===== src/rtl/ahb_pkg.sv =====
// ahb_pkg: shared AHB encodings, slave state type and the size/alignment legality check.
package ahb_pkg;
  localparam logic [1:0] HTRANS_IDLE   = 2'b00;
  localparam logic [1:0] HTRANS_BUSY   = 2'b01;
  localparam logic [1:0] HTRANS_NONSEQ = 2'b10;
  localparam logic [1:0] HTRANS_SEQ    = 2'b11;
  localparam logic [2:0] HBURST_SINGLE = 3'd0;
  localparam logic [2:0] HBURST_INCR   = 3'd1;
  localparam logic [2:0] HBURST_WRAP4  = 3'd2;
  localparam logic [2:0] HBURST_INCR4  = 3'd3;
  localparam logic [2:0] HBURST_WRAP8  = 3'd4;
  localparam logic [2:0] HBURST_INCR8  = 3'd5;
  localparam logic [2:0] HBURST_WRAP16 = 3'd6;
  localparam logic [2:0] HBURST_INCR16 = 3'd7;
  localparam logic HRESP_OKAY  = 1'b0;
  localparam logic HRESP_ERROR = 1'b1;
  typedef enum logic [1:0] {S_IDLE, S_ACCESS, S_ERR1, S_ERR2} slv_state_e;
  function automatic logic ahb_legal(input logic [6:0] addr_lo, input logic [2:0] size, input int data_width);
    return ((8 << size) <= data_width) && ((addr_lo & 7'((1 << size) - 1)) == 7'd0);
  endfunction
endpackage


===== src/rtl/ahb_wait_timer.sv =====
// ahb_wait_timer: data-phase wait counter; expire_o flags the increment that would reach TIMEOUT.
module ahb_wait_timer #(
  parameter int TIMEOUT = 6
) (
  input  logic clk_i,
  input  logic rst_i,
  input  logic load_i,
  input  logic inc_i,
  output logic expire_o
);
  localparam int W = $clog2(TIMEOUT) + 1;
  logic [W-1:0] cnt_q;
  always_ff @(posedge clk_i) begin
    if (rst_i || load_i) cnt_q <= '0;
    else if (inc_i && cnt_q != W'(TIMEOUT)) cnt_q <= cnt_q + 1'b1;
  end
  assign expire_o = inc_i && (cnt_q == W'(TIMEOUT - 1));
endmodule


===== src/rtl/ahb_slave_if.sv =====
// ahb_slave_if: AHB responder bridging transfers to a valid/ready local port; AHB_WSTRB_EN adds byte strobes.
module ahb_slave_if
  import ahb_pkg::*;
#(
  parameter int AHB_ADDR_WIDTH   = 32,
  parameter int AHB_DATA_WIDTH   = 32,
  parameter int AHB_WAIT_TIMEOUT = 6
) (
  input  logic                      ahb_clk_in,
  input  logic                      ahb_rst_in,
  input  logic                      ahb_sel_in,
  input  logic [AHB_ADDR_WIDTH-1:0] ahb_addr_in,
  input  logic [1:0]                ahb_trans_in,
  input  logic [2:0]                ahb_burst_in,
  input  logic [2:0]                ahb_size_in,
  input  logic                      ahb_write_in,
  input  logic [AHB_DATA_WIDTH-1:0] ahb_wdata_in,
  input  logic                      ahb_ready_in,
`ifdef AHB_WSTRB_EN
  input  logic [AHB_DATA_WIDTH/8-1:0] ahb_strb_in,
  output logic [AHB_DATA_WIDTH/8-1:0] other_strb_out,
`endif
  output logic                      ahb_readyout_out,
  output logic                      ahb_resp_out,
  output logic [AHB_DATA_WIDTH-1:0] ahb_rdata_out,
  output logic [AHB_ADDR_WIDTH-1:0] other_addr_out,
  output logic [2:0]                other_burst_out,
  output logic [2:0]                other_size_out,
  output logic                      other_write_out,
  output logic                      other_valid_out,
  output logic [AHB_DATA_WIDTH-1:0] other_wdata_out,
  input  logic                      other_ready_in,
  input  logic [AHB_DATA_WIDTH-1:0] other_rdata_in,
  input  logic                      other_error_in
);
  slv_state_e state_q, state_d;
  logic access, skip, ok, done, lerr, accept, legal, expire;
`ifdef AHB_WSTRB_EN
  // An all-zero strobe write touches no bytes, so it completes without a local request.
  assign skip = other_write_out && (ahb_strb_in == '0);
  assign other_strb_out = access ? ahb_strb_in : '0;
`else
  assign skip = 1'b0;
`endif
  assign access = state_q == S_ACCESS;
  assign ok = other_ready_in && !other_error_in;
  assign done = access && (skip || ok);
  assign lerr = access && !skip && other_ready_in && other_error_in;
  assign accept = (state_q == S_IDLE || done) && ahb_sel_in && ahb_ready_in && ahb_trans_in[1];
  assign legal = ahb_legal(ahb_addr_in[6:0], ahb_size_in, AHB_DATA_WIDTH);
  assign ahb_readyout_out = state_q == S_ERR1 ? 1'b0 : access ? (skip || ok) : 1'b1;
  assign ahb_resp_out = (state_q == S_ERR1 || state_q == S_ERR2) ? HRESP_ERROR : HRESP_OKAY;
  assign other_valid_out = access && !skip;
  assign other_wdata_out = ahb_wdata_in;
  ahb_wait_timer #(.TIMEOUT(AHB_WAIT_TIMEOUT)) u_timer (
    .clk_i   (ahb_clk_in),
    .rst_i   (ahb_rst_in),
    .load_i  (accept && legal),
    .inc_i   (access && !skip && !other_ready_in),
    .expire_o(expire)
  );
  always_comb begin
    state_d = state_q;
    case (state_q)
      S_IDLE:   state_d = accept ? (legal ? S_ACCESS : S_ERR1) : S_IDLE;
      S_ACCESS: state_d = done ? (accept ? (legal ? S_ACCESS : S_ERR1) : S_IDLE) : (lerr || expire) ? S_ERR1 : S_ACCESS;
      S_ERR1:   state_d = S_ERR2;
      default:  state_d = S_IDLE;
    endcase
  end
  always_ff @(posedge ahb_clk_in) begin
    if (ahb_rst_in) begin
      state_q         <= S_IDLE;
      ahb_rdata_out   <= '0;
      other_addr_out  <= '0;
      other_burst_out <= '0;
      other_size_out  <= '0;
      other_write_out <= 1'b0;
    end else begin
      state_q <= state_d;
      if (done) ahb_rdata_out <= other_write_out ? '0 : other_rdata_in;
      if (accept) begin
        other_addr_out  <= ahb_addr_in;
        other_burst_out <= ahb_burst_in;
        other_size_out  <= ahb_size_in;
        other_write_out <= ahb_write_in;
      end
    end
  end
endmodule


===== config.mk =====
export PLATFORM = sky130hd
export DESIGN_NAME = ahb_slave_if
export DESIGN_NICKNAME = d
export VERILOG_FILES = /design/src/rtl/ahb_pkg.sv /design/src/rtl/ahb_wait_timer.sv /design/src/rtl/ahb_slave_if.sv
export SDC_FILE = /design/constraint.sdc
export NUM_CORES = 1
export LEC_CHECK = 0
export CORE_MARGIN = 4
export CORE_UTILIZATION = 36
export DETAILED_ROUTE_END_ITERATION = 8
export HOLD_SLACK_MARGIN = 0.02
export PLACE_DENSITY = 0.85
export SYNTH_ARGS = -nofsm -noshare
export SYNTH_HDL_FRONTEND = slang
export SYNTH_HIERARCHICAL = 1
export SYNTH_SLANG_ARGS = --single-unit

===== constraint.sdc =====
create_clock -name ahb_clk_in -period 2.4 [get_ports ahb_clk_in]
set_input_delay 0.48 -clock ahb_clk_in [delete_from_list [all_inputs] [get_ports ahb_clk_in]]
set_output_delay 0.48 -clock ahb_clk_in [all_outputs]
set_load 0.01 [all_outputs]

==> impl_metrics.tcl, run 1 <==
set metrics [dict create \
    status "complete, no violations" \
    gp_congestion 0.772 \
    placedCellCount 583 \
    post_cts_buffers 0 \
    critPathCaptureType "output pin" \
    grt_pass1_wl_um 14700 \
    worst-setup-path-type "input port to output pin" \
    firstDrtPassIters 4 \
    maxSlewViolCount 0 \
    syn_inst 360 \
    power_density_mw_per_mm2 571 \
    clock-sinks 77 \
    cts_made_buffers 9 \
    dp_slack_ns -0.252 \
    finalSetupViolations 0 \
    start_util_pct 37.4 \
    r2r_end "state_q[1]" \
    final_common_cell "clkdlybuf4s50_1" \
    seq_area_frac_synth_pct 46.5 \
    min-delay-path-class "register to register" \
    cts_tree "done" \
    dieArea_sq_mm 0.0108 \
    drive_above_1_share_pct 8.76 \
    die_w_um 104 \
    antenna_cells 0 \
    drv_cap 0 \
    ff2ff_setup_slack_ns 0.77 \
    max_freq_ghz 0.432 \
    rsz0062_at_grt "no" \
    rows 34 \
    ir_worst_vdd_uv 375 \
    fillers 771 \
    vias 2933 \
    h-tree-depth 3 \
    wire_per_inst_um 15.1 \
    worst_pin_slew_ns 0.736 \
    fin_nets 601 \
    worst_hold_path.endpoint "ahb_rdata_out[5]" \
    fin_crit_ns 2.32 \
    cts_resized 0 \
    antenna_found_initial 0 \
    grt_max_degree 41 \
    synth_nets 475 \
    postSynthAreaPerCell_sq_um 9.20 \
    worstSkewPairLatency_ns 0.34 \
    drtIter0Drc 85 \
    critPathArrivalTime_ns 1.84 \
    drtAntennaViolNets 0 \
    io_pins 217 \
    crit_chain "clkdlybuf4s50_1 > nand2b_1 > a21oi_1 > clkdlybuf4s50_1" \
    cp_data_required_time_ns 1.92 \
    yosysWarnings 6 \
    drc 0 \
    power_leakage_nw 1.75 \
    io_buffers 151 \
    hold_depth 2 \
    fin_ws_ns 0.0826 \
    synth_area_sq_mm 0.00331 \
    period_share_pct 96.6 \
    finalHoldViolations 0 \
    clockBufferDepth 2 \
    cp_slowest_cell "clkdlybuf4s50_1" \
    hold_start "ahb_rdata_out[5]" \
    final_cell_mix "clkdlybuf4s50_1, dfxtp_1, nor2_1" \
    worstSetupStartpointType "input port" \
    grt_remaining_overflow 0 \
    cts.clk_slew.worst_paths_ns 0.07 \
    stdcell_count 599 \
    worst-path-max-fanout 4 \
    dpl.hpwl_um 6950 \
    track_usage_pct 16.3 \
    core_area_sq_mm 0.00885 \
    postCtsHoldBufs 0 \
    grt_pass1_vias 2972 \
    wirelength_um 9050 \
    cts_root_buf "clkbuf_8" \
    timing.slew.headroom_pct 51.0 \
    yosys.cell_types.count 32 \
    cpMostUsedCell "clkdlybuf4s50_1" \
    die_y_um 104 \
    area_growth_pct 50.4 \
    holdWs_ns 0.453 \
    synth_seq_cells 77 \
    viasPerCell 4.90 \
    finClkSkew_ns 0.0109 \
    r2r_cells 6 \
    r2r-start "state_q[0]" \
    slowest_delay_ns 0.59 \
]
-- critical path, delay by kind of cell --
kind                   cells  cell delay, ns
AND/OR/NAND/NOR            1            0.09
AO/OA/AOI/OAI              1            0.16
buffers and inverters      2            1.10
-- metal layers --
metal	vias to the layer above	global-route usage, %	part of all wire, %
met2	139	28.7	49
li1	1432	-	-
met3	20	5.96	8.8
met5	-	0	0
met4	0	5.89	1.6
met1	1342	18.0	41
-- power breakdown --
| group | leakage [nW] | total (mW) | switching (mW) | internal [mW] |
|---|---|---|---|---|
| logic | 1.01 | 0.390 | 0.147 | 0.242 |
| registers | 0.624 | 1.34 | 0.0252 | 1.31 |
| clock network | 0.109 | 1.12 | 0.514 | 0.602 |
| total | 1.75 | 2.84 | 0.687 | 2.16 |
-- how the worst max path moves through the flow --
stage	from	to	slack (ns)	cells after the start
final	other_ready_in	ahb_readyout_out	0.08	4
after global routing	other_ready_in	ahb_readyout_out	0.009	4
after CTS	state_q[1]	ahb_readyout_out	0.01	4
after detailed placement	ahb_size_in[2]	u_timer/cnt_q[0]	-0.25	8
after global placement	ahb_size_in[2]	u_timer/cnt_q[0]	-0.19	8
after floorplan	ahb_size_in[2]	u_timer/cnt_q[0]	0.35	7
-- Yosys cell counts --
cell,n,area [sq um]
nor2b_1,4,25.0
dfxtp_1,77,1540
nor3_1,3,15.0
buf_4,34,255
inv_1,5,18.8
a311o_1,1,10.0
a21oi_1,38,190
o21bai_1,1,7.51
mux2i_1,39,390
o21ai_0,1,5.00
or3_1,2,12.5
nand2_1,36,135
buf_6,2,22.5
nor4_1,1,6.26
mux2_2,1,11.3
buf_1,1,3.75
a211oi_2,2,25.0
nand3_1,2,10.0
a21o_1,1,7.51
o311ai_0,1,8.76
clkbuf_1,12,45.0
and4_2,1,10.0
buf_2,6,30.0
nand2b_1,2,12.5
and4_1,1,8.76
ha_1,4,50.1
nand4_1,1,6.26
a31o_2,1,8.76
o21a_1,3,22.5
nor2_1,43,161
a211oi_1,1,7.51
nand3b_1,33,248
-- area by class of cell --
class	instances	area (sq um)	share of cell area (%)
Tap cell	108	135	2.71
Inverter	5	18.8	0.377
Timing Repair Buffer	170	1650	33.1
Multi-Input combinational cell	223	1410	28.2
Clock buffer	9	124	2.49
Sequential cell	77	1540	31.0
Clock inverter	7	106	2.14
-- per-stage QoR --
| step | setup TNS (ns) | util, % | power [mW] | cell area, sq um |
|---|---|---|---|---|
| after floorplan | 0 | - | 1.57 | 3310 |
| after global placement | -0.499 | 53.7 | 1.75 | 4750 |
| after detailed placement | -0.746 | 53.7 | 1.76 | 4750 |
| after CTS | 0 | 56.3 | 2.90 | 4980 |
| after global routing | 0 | 56.3 | 2.98 | 4980 |
| final | 0 | 56.3 | 2.84 | 4980 |
-- logic make-up after synthesis --
group | Yosys count | share of synthesized area [%]
AND/OR/NAND/NOR | 129 | 19.6
buffers and inverters | 60 | 11.3
adder cells (fa/ha/maj) | 4 | 1.51
flip-flops | 77 | 46.5
multiplexers | 40 | 12.1
AO/OA/AOI/OAI | 50 | 8.84
-- flip-flops by register name (all words and copies together) (netlist names) --
register         cells
ahb_rdata_out       32
u_timer/cnt_q        4
other_burst_out      3
other_addr_out      32
other_write_out      1
state_q              2
other_size_out       3
Note: power is estimated with default switching activity, not from simulation.
==> run 2, diff against run 1 <==
- CORE_ASPECT_RATIO: not set -> 0.9
- GPL_TIMING_DRIVEN: not set -> 0
- PLACE_DENSITY: 0.85 -> not set
- PLACE_DENSITY_LB_ADDON: not set -> 0.3
==> run 2 against run 1 <==
- clock power barely moved
- utilization increased by 6.7 points
- hold slack about the same
==> impl_metrics.tcl, run 2 (same netlist as run 1, synthesis figures left out) <==
set metrics [dict create \
    critPathCaptureType "register" \
    grt_pass1_wl_um 15400 \
    worst_pin_slew_ns 0.508 \
    dp_slack_ns -0.314 \
    worstSkewPairLatency_ns 0.34 \
    antenna_found_initial 0 \
    worst-path-max-fanout 6 \
    max_freq_ghz 0.436 \
    h-tree-depth 3 \
    rsz0062_at_grt "no" \
    core_area_sq_mm 0.00877 \
    drive_above_1_share_pct 11.8 \
    vias 3165 \
    drv_cap 0 \
    firstDrtPassIters 6 \
    holdWs_ns 0.453 \
    grt_remaining_overflow 0 \
    min-delay-path-class "register to register" \
    fin_nets 668 \
    start_util_pct 37.8 \
    cts_made_buffers 9 \
    cts.clk_slew.worst_paths_ns 0.08 \
    maxSlewViolCount 0 \
    final_cell_mix "clkdlybuf4s50_1, dfxtp_1, nor2_1" \
    power_leakage_nw 2.00 \
    cts_tree "done" \
    io_pins 217 \
    worst-setup-path-type "input port to register" \
    slowest_delay_ns 0.47 \
    drc 0 \
    finalSetupViolations 0 \
    cp_data_required_time_ns 2.67 \
    critPathTopFamily "simple AND/OR/NAND/NOR gates" \
    io_buffers 183 \
    area_growth_pct 66.8 \
    final_common_cell "clkdlybuf4s50_1" \
    ir_worst_vdd_uv 359 \
    viasPerCell 4.68 \
    critPathBufInv 1 \
    worstSetupStartpointType "input port" \
    dieArea_sq_mm 0.0108 \
    crit_chain "clkdlybuf4s50_1 > or3_1 > ha_1 > nor2b_2 > nor3_2 > and4_2 > a311o_1 > a21oi_1" \
    fin_ws_ns 0.108 \
    grt_max_degree 14 \
    clockBufferDepth 2 \
    track_usage_pct 17.8 \
    ff2ff_setup_slack_ns 0.73 \
    finClkSkew_ns 0.0119 \
    power_density_mw_per_mm2 528 \
    die_y_um 99.0 \
    drtIter0Drc 93 \
    finalHoldViolations 0 \
    cp_slowest_cell "clkdlybuf4s50_1" \
    die_w_um 109 \
    timing.slew.headroom_pct 66.1 \
    top_regs "ahb_rdata_out: 32 flops, other_addr_out: 32 flops, u_timer/cnt_q: 4 flops" \
    cts_root_buf "clkbuf_8" \
    rows 32 \
    status "complete, no violations" \
    fillers 713 \
    period_share_pct 95.5 \
    wirelength_um 10000 \
    clock-sinks 77 \
    critPathArrivalTime_ns 2.56 \
    dpl.hpwl_um 7820 \
    gp_congestion 0.774 \
    antenna_cells 0 \
    drtAntennaViolNets 0 \
    fin_crit_ns 2.29 \
    wire_per_inst_um 14.8 \
    grt_pass1_vias 3185 \
]
## run 2: final timing paths
| check | startpoint | end | cells past startpoint |
|---|---|---|---|
| max | ahb_size_in[2] | u_timer/cnt_q[1] | 8 |
| max reg2reg | state_q[1] | state_q[0] | 6 |
| min reg2reg | ahb_rdata_out[25] | ahb_rdata_out[25] | 2 |
| min | ahb_rdata_out[25] | ahb_rdata_out[25] | 2 |
## run 2: report_power, final
part	total, mW	switching [mW]	internal (mW)
clock network	1.09	0.476	0.612
registers	1.34	0.0239	1.31
logic	0.494	0.179	0.315
## run 2: final cells by class
cell class	count	area (sq um)	area share, %
Clock buffer	10	138	2.49
Clock inverter	6	86.3	1.56
Inverter	5	18.8	0.340
Timing Repair Buffer	183	1830	33.2
Buffer	54	353	6.39
Tap cell	119	149	2.70
Sequential cell	77	1540	27.9
Multi-Input combinational cell	223	1400	25.4
## run 2: repair_timing
action,CTS,global route
setup endpoints to repair,0,3
gates resized for setup,0,4
buffers inserted,0,0
hold buffers,0,0
endpoints found under the hold margin,0,0
## run 2: routing by layer
layer | wire [um] | share of wire (%) | vias up | global-route usage, %
met4 | 139 | 1.4 | 0 | 5.53
met5 | 0 | 0 | - | 0
met2 | 4930 | 49 | 140 | 30.7
li1 | - | - | 1561 | -
met1 | 3910 | 39 | 1453 | 20.2
met3 | 1060 | 11 | 11 | 6.61
## run 2: stage by stage
step / power, mW / cells / area [sq um] / setup TNS, ns / utilization, %
finish: 2.92 / 677 / 5520 / 0 / 63.0
global route: 3.05 / 677 / 5520 / 0 / 63.0
CTS: 2.96 / 678 / 5520 / 0 / 62.9
detailed placement: 1.86 / 662 / 5290 / -0.795 / 60.4
global placement: 1.85 / 662 / 5290 / -0.457 / 60.4
floorplan: 1.57 / 360 / 3310 / 0 / -
## run 2: worst reg2reg max path: cells and delay by family (launching register included)
kind	cells	cell delay, ns
AO/OA/AOI/OAI	2	0.34
AND/OR/NAND/NOR	4	0.86
flip-flops	1	0.38
